### config.mk
export PLATFORM = sky130hd
export DESIGN_NAME = vga_timing_gen
export DESIGN_NICKNAME = d
export VERILOG_FILES = /design/src/rtl/vga_pkg.sv /design/src/rtl/vga_delay_line.sv /design/src/rtl/vga_timing_gen.sv
export SDC_FILE = /design/constraint.sdc
export NUM_CORES = 1
export LEC_CHECK = 0
export ABC_AREA = 0
export BUFFER_PORTS_ARGS = -buffer_cell sky130_fd_sc_hd__buf_2
export CORE_MARGIN = 5
export CORE_UTILIZATION = 52
export DETAILED_ROUTE_END_ITERATION = 8
export GPL_ROUTABILITY_DRIVEN = 0
export GPL_TIMING_DRIVEN = 0
export PLACE_DENSITY_LB_ADDON = 0.25
export SYNTH_ARGS = -nofsm -noshare
export SYNTH_HDL_FRONTEND = slang
export SYNTH_SLANG_ARGS = --single-unit
### constraint.sdc
create_clock -name clk -period 2.7 [get_ports clk]
set_input_delay 0.81 -clock clk [delete_from_list [all_inputs] [get_ports clk]]
set_output_delay 0.81 -clock clk [all_outputs]
set_load 0.02 [all_outputs]
### src/rtl/vga_pkg.sv
// rtl/vga_pkg.sv - shared VGA timing defaults, RGB332 field widths and polarity encodings
package vga_pkg;

  localparam int DEF_H_ACTIVE = 640;
  localparam int DEF_H_FP     = 16;
  localparam int DEF_H_SYNC   = 96;
  localparam int DEF_H_BP     = 48;
  localparam int DEF_V_ACTIVE = 480;
  localparam int DEF_V_FP     = 10;
  localparam int DEF_V_SYNC   = 2;
  localparam int DEF_V_BP     = 29;

  localparam int R_W   = 3;
  localparam int G_W   = 3;
  localparam int B_W   = 2;
  localparam int RGB_W = R_W + G_W + B_W;

  localparam logic POL_ACTIVE_LOW  = 1'b0;
  localparam logic POL_ACTIVE_HIGH = 1'b1;

  localparam int MAX_PIPE = 7;

  // Raw (active-high) timing flags carried alongside the pixel-source latency.
  typedef struct packed {
    logic hs;
    logic vs;
    logic de;
  } sync_bus_t;

endpackage

### src/rtl/vga_delay_line.sv
// rtl/vga_delay_line.sv - enabled shift register of configurable width and depth, depth 0 is a wire
module vga_delay_line #(
  parameter int W     = 3,
  parameter int DEPTH = 1
) (
  input  logic         clk,
  input  logic         rst_n,
  input  logic         en,
  input  logic [W-1:0] din,
  output logic [W-1:0] dout
);

  if (DEPTH == 0) begin : g_bypass
    logic unused_ctrl;
    assign unused_ctrl = ^{clk, rst_n, en};
    assign dout        = din;
  end else begin : g_shift
    logic [W-1:0] stage_q [DEPTH];
    logic [W-1:0] stage_d [DEPTH];

    always_comb begin
      for (int i = 0; i < DEPTH; i++) stage_d[i] = stage_q[i];
      if (en) begin
        stage_d[0] = din;
        for (int i = 1; i < DEPTH; i++) stage_d[i] = stage_q[i-1];
      end
    end

    // Reset fills every stage with zeros, i.e. inactive sync and blank.
    always_ff @(posedge clk or negedge rst_n) begin
      if (!rst_n) begin
        for (int i = 0; i < DEPTH; i++) stage_q[i] <= '0;
      end else begin
        for (int i = 0; i < DEPTH; i++) stage_q[i] <= stage_d[i];
      end
    end

    assign dout = stage_q[DEPTH-1];
  end

endmodule

### src/rtl/vga_timing_gen.sv
// rtl/vga_timing_gen.sv - parametrised VGA raster engine: coordinates out, latency-aligned sync/RGB back
module vga_timing_gen
  import vga_pkg::*;
#(
  parameter int   H_ACTIVE = DEF_H_ACTIVE,
  parameter int   H_FP     = DEF_H_FP,
  parameter int   H_SYNC   = DEF_H_SYNC,
  parameter int   H_BP     = DEF_H_BP,
  parameter int   V_ACTIVE = DEF_V_ACTIVE,
  parameter int   V_FP     = DEF_V_FP,
  parameter int   V_SYNC   = DEF_V_SYNC,
  parameter int   V_BP     = DEF_V_BP,
  parameter logic HS_POL   = POL_ACTIVE_LOW,
  parameter logic VS_POL   = POL_ACTIVE_LOW,
  parameter int   PIPE     = 0,
  parameter int   CW       = 10
) (
  input  logic             clk,
  input  logic             clr_n,
  input  logic             pix_en,
  output logic [CW-1:0]    x,
  output logic [CW-1:0]    y,
  output logic             req_de,
  output logic             line_start,
  output logic             frame_start,
  input  logic [RGB_W-1:0] rgb_in,
  output logic             hsync,
  output logic             vsync,
  output logic             de,
  output logic [R_W-1:0]   red,
  output logic [G_W-1:0]   green,
  output logic [B_W-1:0]   blue,
  output logic [7:0]       frame_cnt
);

  localparam int H_TOTAL  = H_ACTIVE + H_FP + H_SYNC + H_BP;
  localparam int V_TOTAL  = V_ACTIVE + V_FP + V_SYNC + V_BP;
  localparam int HS_START = H_ACTIVE + H_FP;
  localparam int HS_END   = HS_START + H_SYNC;
  localparam int VS_START = V_ACTIVE + V_FP;
  localparam int VS_END   = VS_START + V_SYNC;

  localparam logic [CW-1:0] H_LAST = CW'(H_TOTAL - 1);
  localparam logic [CW-1:0] V_LAST = CW'(V_TOTAL - 1);

  if (PIPE < 0 || PIPE > MAX_PIPE) begin : g_bad_pipe
    $fatal(1, "vga_timing_gen: PIPE must be in 0..7");
  end
  if (H_TOTAL > (1 << CW) || V_TOTAL > (1 << CW)) begin : g_bad_total
    $fatal(1, "vga_timing_gen: line or frame total exceeds 2^CW");
  end

  logic [CW-1:0]    hc_q, hc_d;
  logic [CW-1:0]    vc_q, vc_d;
  logic [7:0]       fc_q, fc_d;
  logic             hsync_q, hsync_d;
  logic             vsync_q, vsync_d;
  logic             de_q, de_d;
  logic [RGB_W-1:0] rgb_q, rgb_d;

  always_comb begin
    hc_d = hc_q;
    vc_d = vc_q;
    fc_d = fc_q;
    if (pix_en) begin
      if (hc_q == H_LAST) begin
        hc_d = '0;
        if (vc_q == V_LAST) begin
          vc_d = '0;
          fc_d = fc_q + 8'd1;
        end else begin
          vc_d = vc_q + CW'(1);
        end
      end else begin
        hc_d = hc_q + CW'(1);
      end
    end
  end

  // Widen to 32 bits so a sync end equal to 2^CW still compares correctly.
  logic [31:0] hc_w, vc_w;
  logic        hs_raw, vs_raw, de_raw;
  assign hc_w   = 32'(hc_q);
  assign vc_w   = 32'(vc_q);
  assign hs_raw = (hc_w >= 32'(HS_START)) && (hc_w < 32'(HS_END));
  assign vs_raw = (vc_w >= 32'(VS_START)) && (vc_w < 32'(VS_END));
  assign de_raw = (hc_w < 32'(H_ACTIVE)) && (vc_w < 32'(V_ACTIVE));

  sync_bus_t raw_s, del_s;
  assign raw_s = {hs_raw, vs_raw, de_raw};

  vga_delay_line #(
    .W     ($bits(sync_bus_t)),
    .DEPTH (PIPE)
  ) u_align (
    .clk   (clk),
    .rst_n (clr_n),
    .en    (pix_en),
    .din   (raw_s),
    .dout  (del_s)
  );

  always_comb begin
    hsync_d = hsync_q;
    vsync_d = vsync_q;
    de_d    = de_q;
    rgb_d   = rgb_q;
    if (pix_en) begin
      hsync_d = del_s.hs ? HS_POL : ~HS_POL;
      vsync_d = del_s.vs ? VS_POL : ~VS_POL;
      de_d    = del_s.de;
      rgb_d   = del_s.de ? rgb_in : '0;
    end
  end

  always_ff @(posedge clk or negedge clr_n) begin
    if (!clr_n) begin
      hc_q    <= '0;
      vc_q    <= '0;
      fc_q    <= '0;
      hsync_q <= ~HS_POL;
      vsync_q <= ~VS_POL;
      de_q    <= 1'b0;
      rgb_q   <= '0;
    end else begin
      hc_q    <= hc_d;
      vc_q    <= vc_d;
      fc_q    <= fc_d;
      hsync_q <= hsync_d;
      vsync_q <= vsync_d;
      de_q    <= de_d;
      rgb_q   <= rgb_d;
    end
  end

  assign x           = hc_q;
  assign y           = vc_q;
  assign req_de      = de_raw;
  assign line_start  = (hc_q == '0);
  assign frame_start = (hc_q == '0) && (vc_q == '0);
  assign hsync       = hsync_q;
  assign vsync       = vsync_q;
  assign de          = de_q;
  assign red         = rgb_q[RGB_W-1 -: R_W];
  assign green       = rgb_q[B_W +: G_W];
  assign blue        = rgb_q[B_W-1:0];
  assign frame_cnt   = fc_q;

endmodule

==> After elaboration in Yosys (flattened, before gate mapping) <==
Cells that the tools add are included.
{ "totals": {"ff_bits": 39, "latch_bits": 0, "ramBits": 0, "rom_bits": 0, "n_memories": 0} }
{ "classes": {"add_sub_neg": 3, "multipliers": 0, "n_div": 0, "order_cmp": 6, "n_eq_ne": 2, "shift": 0, "n_mux": 5, "n_bitwise": 0, "reduce_logical": 8} }
{ "op_table": {"columns": ["op", "count"], "rows": [
  ["10-bit by 1-bit adder with 10-bit output, second input constant", 2],
  ["10-bit == test, second input constant", 2],
  ["10-bit logical NOT", 2],
  ["10-bit less-than comparator, second input constant", 2],
  ["10-bit by 9-bit less-than comparator with 1-bit output, second input constant", 2],
  ["10-bit two-way mux", 2],
  ["10-bit >= comparator, second input constant", 1],
  ["10-bit by 9-bit >= comparator with 1-bit output, second input constant", 1],
  ["8-bit by 1-bit adder with 8-bit output, second input constant", 1],
  ["8-bit two-way mux", 1],
  ["1-bit logical AND", 4],
  ["3-bit AND reduction", 1],
  ["1-bit two-way mux", 2],
  ["2-bit AND reduction", 1]
]} }

==> Longest topological paths before layout <==
{ "depth": {"ltp_word": 3, "depth_mapped": 6, "ltp_nobuf": 6} }

==> By module <==
Synthesis repeated with hierarchy kept, for this count alone.
{ "unflattened": {"hier_cells": 193, "hier_area_um2": 2004.4} }
{ "by_module_without_submodules": {"columns": ["mod", "n_inst", "cells_each", "area_each_um2"], "rows": [
  ["vga_timing_gen", 1, 190, 1981.9],
  ["vga_delay_line", 1, 3, 22.5]
]} }

==> Worst setup path after synthesis <==
Ideal clock, no wire load.
{ "synth_path": {"path_kind": "register -> output", "from": "register hc_q[7], in the netlist x[7]", "to": "output port frame_start", "arrival_ns": 1.719, "setup_slack_ns": 0.171, "stages_incl_launch_ff": 4, "n_path_buf": 0, "cell_sequence": "dfrtp_1 or2_2 nand4bb_1 nor4_1"} }
{ "synth_between": {"elab_chain_cells": 2} }
{ "synth_rtl": {"columns": ["element", "line", "text"], "rows": [
  ["start, declared", "vga_timing_gen.sv:53", "logic [CW-1:0] hc_q, hc_d;"],
  ["start signal, assigned", "vga_timing_gen.sv:118", "hc_q <= '0;"],
  ["start signal, assigned", "vga_timing_gen.sv:126", "hc_q <= hc_d;"],
  ["10-bit logical NOT", "vga_timing_gen.sv:140", "assign frame_start = (hc_q == '0) && (vc_q == '0);"],
  ["1-bit logical AND", "vga_timing_gen.sv:140", null],
  ["end, declared", "vga_timing_gen.sv:25", "output logic frame_start,"]
]} }
No other way between the ends.

==> Final worst setup path <==
Ends and elaborated chain as after synthesis.

==> flow_summary.ini <==
[status]
status = finished clean

[finish]
final_util_pct = 65.6
layout_commonest_cell = buf_2
diodes = 0
final_area_um2 = 2380
layout-drive-gt1-share_pct = 33.6
final_cell_mix = buf_2, dfrtp_1, nand2_1
finalNetCount = 260
layout.cells.non_filler = 292
syn2layout_area_growth_pct = 23.9

[cts]
clock-sinks = 39
clk_pin_slew_ns = 0.07
cts-root-buf = clkbuf_8
cts_buffers = 5
postCtsSetupBuffers = 0
htreeDepth = 2
clk_latency_ns = 0.29
cts_tree = yes
post_cts_resized = 0
ctsHoldBuffers = 0
clockBufferDepth = 2

[timing]
slew_violations = 0
fmax_ghz = 0.381
worst_pin_slew_ns = 0.905
rsz0062_at_grt = false
hold_violations = 0
finalSetupViolations = 0
skew_ns = 0.00435
finalCriticalPeriod_ns = 2.62
setup_tns_ns = 0
post-route-period-util_pct = 97.2
relSlewSlack_pct = 39.2

[floorplan]
start_util_pct = 52.9
chipWidth_um = 70.8
dieArea_um2 = 5010
die_h_um = 70.8
rows = 22
ios = 53
core_area_um2 = 3630

[setup_path]
setup.worst_path.start_class = register
critPathKind = register to primary output
reg2reg_to = y[8]
crit_fanout = 8
arrival_ns = 1.81
r2r.worst_path.cells = 6
crit_path_end_kind = primary output
crit_start = x[7]
worstPathRequired_ns = 1.89
r2r-start = x[1]
regToRegSetupSlack_ns = 0.43

[logic_synthesis]
ys_ff_latch = 39
syn_nets = 201
synthDistinctLibCells = 40
synth_cells = 184
synth-edff-count = 0
synth_xor_area_share_pct = 9.56
synthAdderAreaFrac_pct = 3.90
synth-simple-area-share_pct = 23.6
yosysWarnings = 0
netlist_area_um2 = 1920
yosysSeqAreaShare_pct = 50.9
avgSynthCellArea_um2 = 10.5
synth_flop_cell = dfrtp_1
muxShareOfSynthArea_pct = 1.69
async_flop_share_pct = 100
synth_compound_area_share_pct = 5.79
synth_top_family_by_area = simple AND/OR/NAND/NOR gates

[routing]
wl_um = 3920
routed-via-count = 1495
drc = 0
routedWlPerCell_um = 13.4
ant_nets = 0
drt-vias-per-instance = 5.12
drt_pass1_iterations = 4
drtIter0Drc = 126

[global_route]
grt_usage_pct = 17.3
gr-total-overflow = 0
antenna_found_initial = 0
grt_pass1_vias = 1412
grt_pass1_wl_um = 6970
grt_start_max_net_pins = 40

[placed_design]
place_area_um2 = 2240
numPortBuffers = 52
place_inst = 284
hpwl_um = 2910

[min_path]
holdPathStages = 2
hold_end = hsync
worstHoldStart = hsync
hp-class = register to register

[pwr]
vdd_drop_max_mv = 0.445
power_density_nw_per_um2 = 647
total_leakage_power_uw = 0.00127

[flow_run]
cap_violations = 0
[through the flow]
step / setup WS [ns] / hold WS, ns / total power, µW
5_1_grt: 0.0210 / 0.522 / 1630
3_3_place_gp: 0.205 / 0.460 / 978
3_5_place_dp: 0.189 / 0.481 / 984
6_report: 0.0766 / 0.490 / 1540
4_1_cts: 0.0806 / 0.495 / 1560
2_1_floorplan: 0.171 / 0.514 / 882
[synth_stat cells (2+ instances only)]
master | n | share of area [%]
a21oi_1 | 4 | 1.0
nand3_1 | 10 | 2.6
o21ai_0 | 5 | 1.3
clkbuf_1 | 3 | 0.59
xor2_1 | 10 | 4.6
nor4_1 | 2 | 0.65
nand4_1 | 8 | 2.6
xnor2_1 | 11 | 5.0
inv_1 | 14 | 2.7
nor3_1 | 8 | 2.1
o22ai_1 | 8 | 2.6
dfstp_2 | 2 | 2.7
nor2_2 | 2 | 0.65
nor2_1 | 10 | 2.0
dfrtp_1 | 37 | 48
mux2_2 | 2 | 1.2
nand2_1 | 19 | 3.7
ha_1 | 6 | 3.9
or4_4 | 2 | 1.2
[critical path, stage by stage (launching register included)]
cell       delay (ns)
dfrtp_1          0.47
or2_2            0.34
nand4bb_1        0.21
nor4_1           0.29
buf_2            0.23
[state kept, by name (all words and copies together), names as in the netlist]
| name | cells |
|---|---|
| hsync | 1 |
| x | 10 |
| y | 10 |
| vsync | 1 |
| de | 1 |
| frame_cnt | 8 |
| rgb_q | 8 |
[layout make-up]
class	count	area, µm²
inverters	14	52.6
plain buffers	6	35.0
multi-input cells	125	860
fillers	327	1250
well taps	48	60.1
clock buffers	5	68.8
clock inverters	3	67.6
repair buffers	52	260
flip-flops and latches	39	978
[how the worst max path moves through the flow]
stage / depth (start not counted) / slack (ns) / endpoint
2_1_floorplan: 3 / 0.17 / frame_start
3_3_place_gp: 6 / 0.21 / y[6]
5_1_grt: 4 / 0.02 / frame_start
4_1_cts: 4 / 0.08 / frame_start
3_5_place_dp: 6 / 0.19 / y[8]
6_report: 4 / 0.08 / frame_start
[report_power, final]
part	switching, µW	internal, µW
Sequential	61.0	631
Combinational	172	105
Clock	204	368
[cells by family after synthesis]
group	count (synthesis)
compound gates	19
buf+inv	20
flops	39
xor+xnor	21
fa+ha+maj	6
mux	3
simple gates	76
[per-layer routing]
metal | track usage, % | part of all wire [%] | vias to the layer above
met5 | 0 | 0 | -
met4 | 5.64 | 1.4 | 0
met3 | 4.83 | 6.1 | 6
met2 | 24.9 | 45 | 43
met1 | 25.3 | 47 | 692
li1 | - | - | 754
No activity file was read; power rests on OpenSTA's default activity.
